===== config.mk =====
export PLATFORM = sky130hd
export DESIGN_NAME = uzorak_sastavljac
export DESIGN_NICKNAME = d
export VERILOG_FILES = /design/src/rtl/uzorak_sastavljac.sv
export SDC_FILE = /design/constraint.sdc
export NUM_CORES = 1
export LEC_CHECK = 0
export ABC_AREA = 0
export BUFFER_PORTS_ARGS = -buffer_cell sky130_fd_sc_hd__buf_2
export CAP_MARGIN = 20
export CORE_MARGIN = 3
export CORE_UTILIZATION = 46
export CTS_BUF_LIST = sky130_fd_sc_hd__clkbuf_4 sky130_fd_sc_hd__clkbuf_8
export DETAILED_ROUTE_END_ITERATION = 8
export HOLD_SLACK_MARGIN = 0.05
export PLACE_DENSITY = 0.67
export SETUP_SLACK_MARGIN = 0.02
export SYNTH_ARGS = -nofsm -noshare
export SYNTH_HDL_FRONTEND = slang
export SYNTH_SLANG_ARGS = --single-unit

===== constraint.sdc =====
create_clock -name clk -period 3.67 [get_ports clk]
set_clock_uncertainty 0.05 [all_clocks]
set_input_delay 0.5505 -clock clk [delete_from_list [all_inputs] [get_ports clk]]
set_output_delay 0.5505 -clock clk [all_outputs]
set_load 0.01 [all_outputs]

===== src/rtl/uzorak_sastavljac.sv =====
// rtl/uzorak_sastavljac.sv - packs activation words into samples for the output neurons
// Assembly register collects one frame while the output register waits for downstream.
module uzorak_sastavljac #(
  parameter int BROJ_ZNACAJKI = 5,
  parameter int SIRINA        = 16
) (
  input  logic                              clk,
  input  logic                              rst_n,
  input  logic [SIRINA-1:0]                 ulaz_podatak,
  input  logic                              ulaz_valid,
  input  logic                              ulaz_zadnji,
  output logic                              ulaz_ready,
  output logic [SIRINA*BROJ_ZNACAJKI-1:0]   uzorak,
  output logic                              uzorak_valid,
  input  logic                              uzorak_ready,
  output logic                              greska,
  output logic [7:0]                        broj_odbacenih
);

  localparam int KW = (BROJ_ZNACAJKI > 1) ? $clog2(BROJ_ZNACAJKI) : 1;
  localparam logic [KW-1:0] ZADNJI_IDX = KW'(BROJ_ZNACAJKI - 1);

  typedef enum logic [1:0] {
    SKUPLJANJE = 2'd0,
    RESINK     = 2'd1,
    PUN        = 2'd2
  } stanje_t;

  stanje_t                           stanje_q, stanje_d;
  logic [KW-1:0]                     k_q, k_d;
  logic [SIRINA*BROJ_ZNACAJKI-1:0]   sklop_q;
  logic [SIRINA*BROJ_ZNACAJKI-1:0]   uzorak_q;
  logic                              uzorak_valid_q;
  logic                              greska_q, greska_d;
  logic [7:0]                        broj_q;
  logic                              prihvat;
  logic                              upis;
  logic                              punjenje;

  assign ulaz_ready     = (stanje_q != PUN);
  assign prihvat        = ulaz_valid & ulaz_ready;
  assign uzorak         = uzorak_q;
  assign uzorak_valid   = uzorak_valid_q;
  assign greska         = greska_q;
  assign broj_odbacenih = broj_q;

  always_comb begin
    stanje_d = stanje_q;
    k_d      = k_q;
    upis     = 1'b0;
    greska_d = 1'b0;
    punjenje = 1'b0;
    case (stanje_q)
      SKUPLJANJE: begin
        if (prihvat) begin
          if (k_q == ZADNJI_IDX) begin
            k_d = '0;
            if (ulaz_zadnji) begin
              upis     = 1'b1;
              stanje_d = PUN;
            end else begin
              // Overlong frame: drop the rest of it up to its last word.
              greska_d = 1'b1;
              stanje_d = RESINK;
            end
          end else if (ulaz_zadnji) begin
            k_d      = '0;
            greska_d = 1'b1;
          end else begin
            upis = 1'b1;
            k_d  = k_q + 1'b1;
          end
        end
      end
      RESINK: begin
        if (prihvat && ulaz_zadnji) stanje_d = SKUPLJANJE;
      end
      PUN: begin
        if (!uzorak_valid_q || uzorak_ready) begin
          punjenje = 1'b1;
          stanje_d = SKUPLJANJE;
        end
      end
      default: stanje_d = SKUPLJANJE;
    endcase
  end

  always_ff @(posedge clk or negedge rst_n) begin
    if (!rst_n) begin
      stanje_q       <= SKUPLJANJE;
      k_q            <= '0;
      sklop_q        <= '0;
      uzorak_q       <= '0;
      uzorak_valid_q <= 1'b0;
      greska_q       <= 1'b0;
      broj_q         <= '0;
    end else begin
      stanje_q <= stanje_d;
      k_q      <= k_d;
      greska_q <= greska_d;
      if (upis) sklop_q[SIRINA*int'(k_q) +: SIRINA] <= ulaz_podatak;
      // A fresh load takes priority over the downstream consuming the old sample.
      if (punjenje) begin
        uzorak_q       <= sklop_q;
        uzorak_valid_q <= 1'b1;
      end else if (uzorak_ready) begin
        uzorak_valid_q <= 1'b0;
      end
      if (greska_d && (broj_q != 8'hFF)) broj_q <= broj_q + 8'd1;
    end
  end

endmodule


; After elaboration in Yosys (flattened, before gate mapping)
; Cells that the tools add are included.
[classes]
reduce_logical = 8
n_mux = 21
bitwise_logic = 1
n_shift = 2
n_eq_ne = 9
n_addsub = 3
[op_table]
columns = cell, n
row1 = $bwmux 80, 1
row2 = $shift 16x33->80 const A, 1
row3 = $shiftx 16x33->80, 1
row4 = $neg 7->33, 1
row5 = $mux 1, 12
row6 = $mux 2, 5
row7 = $ne 2x2->1 const B, 5
row8 = $add 8x1->8 const B, 1
row9 = $ne 8x8->1 const B, 1
row10 = $mux 3, 2
row11 = $pmux 2 s3, 1
row12 = $reduce_and 4->1, 1
row13 = $add 3x1->3 const B, 1
row14 = $eq 3x3->1 const B, 1
row15 = $eq 2x1->1 const B, 1
row16 = $eq 2x2->1 const B, 1
row17 = $logic_and 1x1->1, 2
row18 = $logic_not 2->1, 1
row19 = $reduce_and 2->1, 1
row20 = $reduce_bool 2->1, 1
row21 = $and 1x1->1, 1
row22 = $logic_not 1->1, 1
row23 = $logic_or 1x1->1, 1
[word_totals]
word_cells = 51
output_inout_bits = 91
reg_bits = 175

; Longest topological paths before layout
; Gate-level depths: netlist of the first run.
[logic_depth]
depth_word = 5
mapped_depth = 11
ltp_nobuf = 7

; Worst setup path before layout of the first run
; OpenSTA, ideal clock, no wires.
[synth_timing]
kind = reg2reg
startpoint = register k_q[0]
endpoint = register sklop_q[10]
slack_ns = 0.765
t_arrival_ns = 2.730
stages_incl_launch_ff = 11
setup_time_ns = 0.125
required_ns = 3.495
cell_sequence = dfrtp_1 > clkbuf_1 > inv_1 > ha_1 > ha_1 > clkbuf_1 > xor2_1 > nor4_4 > nand4b_4 > buf_6 > mux2_4
[synth_between]
elab_chain_cells = 4
word_cells_on_any_way = 8
[synth_rtl]
columns = item, line_no
row1 = from (decl), 30  ; logic [KW-1:0] k_q, k_d;
row2 = from (signal assigned), 99  ; k_q <= k_d;
row3 = "parallel branches: the longest is 4 deep, another holds $neg 7->33", n/a
row4 = "to (signal, indexed assignment)", 101  ; if (upis) sklop_q[SIRINA*int'(k_q) +: SIRINA] <= ulaz_podatak;
row5 = to (decl), 31  ; logic [SIRINA*BROJ_ZNACAJKI-1:0] sklop_q;
; Parallel ways; which one is timed is not known.
; A chain may end at the register's enable or synchronous reset.

; Worst setup path after layout of the first run
[layout_timing]
startpoint = register k_q[0]
endpoint = register sklop_q[5]
; Same word-level chain as after synthesis.

==> run summary, run 1 <==
The sum of negative setup slack was 0 ns; the worst-margin pin slew was 1.02 ns. The tightest hold path in the finished design has a slack of 0.0834 ns. When the netlist entered floorplanning its net count stood at 605. At the end of routability-driven placement, the weighted congestion stood at 0.805. Startpoint-to-endpoint class of the critical path: reg -> reg. Setup repair after global routing left no endpoint under its margin. The min-delay analysis places its worst path in the category in -> async. The tools report the global-route wire length before repair as 24.4 mm. The combinational family with the most area after synthesis is multiplexers. The multiplexer share of the synthesized area was 18.4%; the number of buffers created by CTS was 17.

IR analysis of the VDD net gives a maximum drop of 272 uV. The flow ran to the end, and the final reports show no timing, DRC or antenna violations. In this run, post-CTS repair resized a total of 0 instances. After detailed routing, the number of remaining DRC violations is 0. Summing the areas of all fa, ha and maj instances in the mapped netlist gives 1.56% of the synthesized area. For this run, the post-layout net count is 714.

The floorplan step set the die width to 131 um. The endpoint identified for the worst register-to-register timing path is sklop_q[5]. The clock tree synthesis step divided the H-tree into 4 levels.

The share of the synthesized netlist area taken by xor and xnor gates is 0.730%, and the power density relative to cell area is 702 nW/um2. Count of flip-flops with a built-in enable after synthesis: 0. Dividing the detail-routed wire length by the instance count gives 17.1 um.

The critical path goes through inv_1, ha_1, ha_1, xor2_1, nor4_4, nand4b_4, mux2_2. From bottom edge to top edge, the die measures 131 um. Dividing the detail-routed via count by the number of cells gives 5.09.

The sum of buffers and inverters on the critical path is 1, and the number of hold-repair buffers added at the cts stage is 0. The routed design has 15.5 mm of wire. The wire-length estimate of the detail-placed layout is 10.8 mm. The worst setup path is launched from a flip-flop.

Global routing used 18.8% of the available tracks. The arrival time reported for the critical path endpoint was 3.52 ns. The number of instances in the placed design is 876, and the post-detailed-route count of antenna-violating nets is 0. The library cells used most frequently in the layout, excluding fill and tap cells, are sky130_fd_sc_hd__dfrtp_1 (175), sky130_fd_sc_hd__buf_2 (110), sky130_fd_sc_hd__mux2_2 (92). For the final cell count without fillers, the log shows 908. The logs give 60.8% for the share of the yosys chip area belonging to registers and 0 for the number of slew-limit violations in the final report.

Synthesis produced a netlist whose cell count is 575. During synthesis, Yosys emitted a total of 0 warnings. The logs give 112 for the top-level port count and 0.311 GHz for the maximum achievable frequency. CTS placed an instance of sky130_fd_sc_hd__clkbuf_8 at the clock tree root. After Yosys synthesis, and, or, nand and nor cells account for 11.1% of the synthesized area.

Portion of synthesized cell area occupied by the leading cell type: 60.8%. Along the worst path, the maximum fanout reaches 16. Summing over every cut layer, the via total after detailed routing is 4623. By area the synthesized netlist is led by sky130_fd_sc_hd__dfrtp_1 (61%), sky130_fd_sc_hd__mux2_2 (14%), sky130_fd_sc_hd__nand3_1 (3.3%). The critical-path cell with the highest stage delay is sky130_fd_sc_hd__xor2_1. Summing the areas of all compound-gate instances in the mapped netlist gives 2.89% of the synthesized area. The worst flop-to-flop path startpoint is k_q[0].

0 antenna diodes ended up in the layout. The tools report the kind of end point of the critical path as a flip-flop. Setup slack on the worst reg-to-reg path comes out at 0.45 ns.

Entering global routing, the biggest net connects 90 pins. The fraction of layout cells with a size suffix above 1 is 37.7%, and the number of clock sinks is 175. Among cell families on the critical path, the largest total delay comes from XOR/XNOR gates.

Of all cell types, the one taking the most synthesized area is sky130_fd_sc_hd__dfrtp_1. In the finished design, the share of the clock period the worst path needs comes to 87.7%. The run gives 4553 as the number of global-route vias before repair. The area growth from synthesis to layout is 16.4%. The tool flagged a number of max-cap violations equal to 0.

For this design the static power due to leakage is 4.44 nW. Port buffering added 111 buffers. Mean area per synthesized cell: 12.5 um2. Data on the critical path is required at its endpoint by 3.97 ns. Synthesis inferred 175 register bits. The initial cell density of the core was 47.2%; the final-report setup violation count was 0. The initial antenna violation count was 0; the worst reg-to-reg path cell count was 7. The tools report the final number of hold-violating endpoints as 0. The floorplan step defined a die boundary enclosing 17200 um2.

The run gives 45 as the count of standard-cell rows. The most numerous cell type found on the critical path is sky130_fd_sc_hd__ha_1. The clock period could shrink to 3.22 ns. In this run the tightest slew margin relative to its limit is 31.7%. The number of setup buffers added after CTS is 0. The first TritonRoute pass finished after 4 iterations. After clock tree synthesis, the clock-pin slew on the worst setup and hold paths is 0.09 ns. TritonCTS built the clock tree. The largest stage delay on the critical path is 0.84 ns.

The most common cell after layout, fill and taps aside is sky130_fd_sc_hd__dfrtp_1. The core region is 15300 um2. Counting along the longest clock path gives a buffer depth of 2. Worst-skew pair later-pin latency: 0.46 ns.

In this run, the number of DRC markers left after iteration 0 of detailed routing was 338. Count of unique library cells instantiated by Yosys: 40. The residual overflow from global routing was 0. For the area of the mapped netlist, the log shows 7200 um2.

The share of synthesized registers carrying an async set or reset is 100%. The main flop type after synthesis is sky130_fd_sc_hd__dfrtp_1.
==> state kept, by name, indices dropped and copies added, names as in the netlist <==
register,count
broj_odbacenih,8
greska,1
k_q,3
sklop_q,80
stanje_q,2
uzorak,80
uzorak_valid,1
==> stage by stage <==
stage	total power, mW	util, %	setup WS, ns	instance area, um2
5_1_grt	6.27	54.9	0.268	8380
3_3_place_gp	4.59	52.4	0.664	8000
4_1_cts	5.94	54.9	0.469	8380
3_5_place_dp	4.67	52.4	0.479	8000
6_report	5.88	54.9	0.450	8380
2_1_floorplan	3.98	-	0.765	7200
==> worst register-to-register path, cell delays in order (launching register included) <==
cell and delay, ns:
sky130_fd_sc_hd__dfrtp_1 0.63, sky130_fd_sc_hd__inv_1 0.21, sky130_fd_sc_hd__ha_1 0.30, sky130_fd_sc_hd__ha_1 0.28, sky130_fd_sc_hd__xor2_1 0.84, sky130_fd_sc_hd__nor4_4 0.09
sky130_fd_sc_hd__nand4b_4 0.33, sky130_fd_sc_hd__mux2_2 0.39
==> worst max path at each step <==
stage,start,to,slack [ns],cells after the start
5_1_grt,k_q[0],sklop_q[0],0.27,7
3_5_place_dp,k_q[0],sklop_q[2],0.48,7
2_1_floorplan,k_q[0],sklop_q[10],0.76,10
3_3_place_gp,k_q[0],sklop_q[0],0.66,7
6_report,k_q[0],sklop_q[5],0.45,7
4_1_cts,k_q[0],sklop_q[5],0.47,7
==> cell usage after synthesis (3+ instances only) <==
master and number:
sky130_fd_sc_hd__nand2_1 53, sky130_fd_sc_hd__ha_1 9, sky130_fd_sc_hd__xor2_1 4, sky130_fd_sc_hd__dfrtp_1 175, sky130_fd_sc_hd__clkbuf_1 21, sky130_fd_sc_hd__nand4_1 6, sky130_fd_sc_hd__mux2_2 92, sky130_fd_sc_hd__mux2i_1 14
sky130_fd_sc_hd__mux2_4 10, sky130_fd_sc_hd__inv_1 49, sky130_fd_sc_hd__buf_2 3, sky130_fd_sc_hd__nor3_1 6, sky130_fd_sc_hd__nand3_1 48, sky130_fd_sc_hd__a21oi_1 4, sky130_fd_sc_hd__nor2_1 10, sky130_fd_sc_hd__o21ai_0 34
sky130_fd_sc_hd__buf_1 3, sky130_fd_sc_hd__and4_1 3
==> area by class of cell <==
cell class,instances,area (um2)
fill,1303,6880
sequential,175,4380
multi-input combinational,320,2520
timing repair buffer,121,649
tap,211,264
clock buffer,18,248
inverter,49,184
clock inverter,14,133
==> routing by layer <==
metal	vias to the layer above	share of wire (%)	global-route usage, %
li1	2177	-	-
met1	2304	46	26.9
met2	126	46	28.3
met3	16	6.2	5.23
met4	0	1.1	5.51
met5	-	0	0
==> power breakdown <==
group	switching [mW]	internal [mW]	total, mW
Sequential	0.407	2.57	2.98
Clock	0.711	0.563	1.27
Combinational	0.859	0.771	1.63
==> kinds of logic after synthesis <==
kind of cell / Yosys count
simple gates: 148
mux: 116
flops: 175
xor+xnor: 6
fa+ha+maj: 9
buf+inv: 80
compound gates: 41
No activity file was read; power rests on OpenSTA's default activity.
==> run 2: changes to the inputs <==
SETUP_SLACK_MARGIN = 0.5   (was 0.02)
==> run 2 against run 1 <==
  * Maximum frequency grew 6.7%
  * Critical endpoint is now sklop_q[10]
  * Design area grew 0.40%
  * Worst setup slack gained 0.20 ns
  * Die area is the same
  * Non-clock buffer count grew 1
  * Critical path type unchanged
  * Combinational power is essentially flat
  * Total power grew 0.18%
  * Register-to-register slack gained 0.20 ns
  * Highest routed layer unchanged
  * Hold slack lost 0.015 ns
  * Via count grew 0.28%
  * Final cell count grew 0.11%
  * Largest power group unchanged
==> run summary, run 2 (synthesis results as in run 1) <==
The flow ran to the end, and the final reports show no timing, DRC or antenna violations. The CTS clock-pin slew for the worst setup and hold paths works out to 0.09 ns (about the same). The area taken by multi-input logic gates was 2530 um2 (was 2520 um2); the fraction of met3 tracks used by global routing was 5.23% (unchanged). Commonest cells after routing, fill and taps aside: sky130_fd_sc_hd__dfrtp_1 (175), sky130_fd_sc_hd__buf_2 (110), sky130_fd_sc_hd__mux2_2 (92) (unchanged). The leakage power figure is 4.44 nW (about the same), and the DRC violations left is 0 (unchanged).

The final-report setup violation count is 0 (unchanged). The initial cell density of the core is 47.2% (unchanged), and the layout overhead on the synthesized area is 16.8% (was 16.4%). Post-layout instance area: 8410 um2 (was 8380 um2).

The tools report the post-placement worst setup slack as 0.479 ns (unchanged). The post-route clock period utilization works out to 82.2% (was 87.7%). The top-level port count was 112 (unchanged). Via-per-instance ratio: 5.10 (was 5.09). For the core utilization of the finished layout, the log shows 55.1% (was 54.9%).

The reg-to-reg setup timing slack is 0.65 ns (was 0.45 ns), and the total iterations of the first detailed-routing run is 4 (unchanged). Worst-margin pin slew: 1.00 ns (was 1.02 ns). The max-capacitance violation count came out at 0 (unchanged). Most common cell after layout, fill and taps aside: sky130_fd_sc_hd__dfrtp_1 (unchanged). The post-detailed-placement cell area is 8000 um2 (unchanged). For the maximum ir drop on the vdd rail, the log shows 275 uV (was 272 uV). For the maximum achievable frequency, the log shows 0.331 GHz (was 0.311 GHz).

Global routing's busiest layer: met2 (unchanged). The number of fillers in the final layout was 1305 (was 1303). The residual overflow from global routing is 0 (unchanged), and the worst-skew pair later-pin latency is 0.46 ns (about the same). The run gives 2 (unchanged) as the number of buffers on the longest clock path. Detailed placement HPWL: 10.8 mm (unchanged). Endpoint of the lowest-slack register-to-register path: sklop_q[10] (was sklop_q[5]). The cell repeated most along the worst path is sky130_fd_sc_hd__ha_1 (unchanged). Global-route track usage on met2: 28.3% (unchanged). The final worst setup slack is 0.653 ns (was 0.450 ns). The global-route wire length before repair is 24.4 mm (about the same).

For the global routing usage on met1, the log shows 26.8% (was 26.9%). The worst slew slack as a fraction of its limit was 32.8% (was 31.7%); the total length of routed wires was 15.5 mm (about the same). The launching element type of the critical path was a flip-flop (unchanged).

The buffer cell driving the clock tree root was sky130_fd_sc_hd__clkbuf_8 (unchanged). The run gives 0 (unchanged) as the initial antenna violation count. The logs give 0 (unchanged) for the count of inserted antenna diode cells and 18.8% (about the same) for the all-layer global routing usage. CP Cell Sequence: inv_1, ha_1, ha_1, xor2_2, nor4_4, nand4b_4, mux2_4 (was inv_1, ha_1, ha_1, xor2_1, nor4_4, nand4b_4, mux2_2). The worst flop-to-flop path startpoint was k_q[0] (unchanged). The run gives 715 (was 714) as the final net count.

The number of slew-limit violations in the final report was 0 (unchanged); the horizontal extent of the die was 131 um (unchanged). The tools report the worst endpoint required time as 3.97 ns (about the same). The run gives 302 (was 338) as the initial DRC count.

Setup repair after global routing left no endpoint under its margin. The die height was 131 um (unchanged). The class of the tightest hold or removal check is in -> async (unchanged). The number of buffers created by CTS was 17 (unchanged); the area of the core was 15300 um2 (unchanged).

The number of global-route vias before repair was 4551 (was 4553); the number of port buffers was 111 (unchanged). The largest driver fanout on the critical path works out to 16 (unchanged). The register cell area after layout is 4380 um2 (unchanged), and the post-detailed-route count of antenna-violating nets is 0 (unchanged).

The kind of end point of the critical path was a flip-flop (unchanged). The per-cell routed wire length was 17.0 um (was 17.1 um). TritonCTS built the clock tree. For the H-tree depth, the log shows 4 (unchanged). The arrival time reported for the critical path endpoint is 3.32 ns (was 3.52 ns). The sum of negative setup slack is 0 ns (unchanged), and the worst reg-to-reg path cell count is 7 (unchanged). The startpoint-to-endpoint class of the critical path was reg -> reg (unchanged). The run gives 45 (unchanged) as the count of standard-cell rows. The time the final worst path needs with I/O delays and setup came out at 3.02 ns (was 3.22 ns). Largest net degree at the start of global routing: 90 (unchanged).

The die area is 17200 um2 (unchanged). The logs give 0 (unchanged) for the final number of hold-violating endpoints and 4636 (was 4623) for the number of vias in the routed layout. The fraction of layout cells with a size suffix above 1 came out at 38.3% (was 37.7%).

The power density relative to cell area is 701 nW/um2 (was 702 nW/um2), and the number of clock sinks is 175 (unchanged). The placer congestion estimate was 0.805 (unchanged). Largest stage delay on the critical path: 0.63 ns (was 0.84 ns). Final worst hold slack: 0.0679 ns (was 0.0834 ns). Critical-path cell with the highest stage delay: sky130_fd_sc_hd__dfrtp_1 (was sky130_fd_sc_hd__xor2_1).
[run 2: cell types whose count changed in the layout (fill, tap and decap cells not counted), sizes merged]
cell  previous run  this run
buf            121       122
[run 2: final cells by class]
| class | instances | share of cell area, % |
|---|---|---|
| Clock inverter | 14 | 1.58 |
| Timing Repair Buffer | 122 | 7.96 |
| Tap cell | 211 | 3.14 |
| Inverter | 49 | 2.19 |
| Multi-Input combinational cell | 320 | 30.1 |
| Sequential cell | 175 | 52.1 |
| Clock buffer | 18 | 2.95 |
[run 2: how the worst max path moves through the flow]
stage	cells past startpoint	endpoint	start	slack, ns
detailed placement	7	sklop_q[2]	k_q[0]	0.48
global placement	7	sklop_q[0]	k_q[0]	0.66
floorplan	10	sklop_q[10]	k_q[0]	0.76
CTS	7	sklop_q[45]	k_q[0]	0.66
finish	7	sklop_q[10]	k_q[0]	0.65
global route	7	sklop_q[25]	k_q[0]	0.51
[run 2: report_power, final]
| group | leakage (nW) | internal (mW) | switching (mW) |
|---|---|---|---|
| combinational | 2.03 | 0.778 | 0.861 |
| sequential | 2.22 | 2.57 | 0.407 |
| clock | 0.186 | 0.563 | 0.712 |
[run 2: routing by layer]
layer  routed length, um  part of all wire (%)  vias to the layer above
met5                   0                     0                        -
met4                 218                   1.4                        0
met3                1080                   7.0                       20
met2                7070                    46                      130
met1                7090                    46                     2316
li1                    -                     -                     2170
[run 2: per-stage QoR]
| step | power, mW | cells |
|---|---|---|
| 2_1_floorplan | 3.98 | 575 |
| 3_3_place_gp | 4.59 | 876 |
| 3_5_place_dp | 4.67 | 876 |
| 4_1_cts | 5.94 | 908 |
| 5_1_grt | 6.28 | 909 |
| 6_report | 5.89 | 909 |
[run 2: timing repair]
item / 4_1_cts / 5_1_grt
setup buffers: 0 / 1
endpoints found under the setup margin: 6 / 17
resized for setup: 1 / 2
pin swaps: 0 / 1
hold buffers: 0 / 0
[run 2: worst max-delay path, delay by kind of cell (launching register included)]
family                   cells  cell delay, ns
XOR/XNOR                     1            0.30
AND/OR/NAND/NOR              2            0.68
flip-flops                   1            0.63
buffers and inverters        1            0.22
multiplexers                 1            0.42
adder cells (fa/ha/maj)      2            0.60
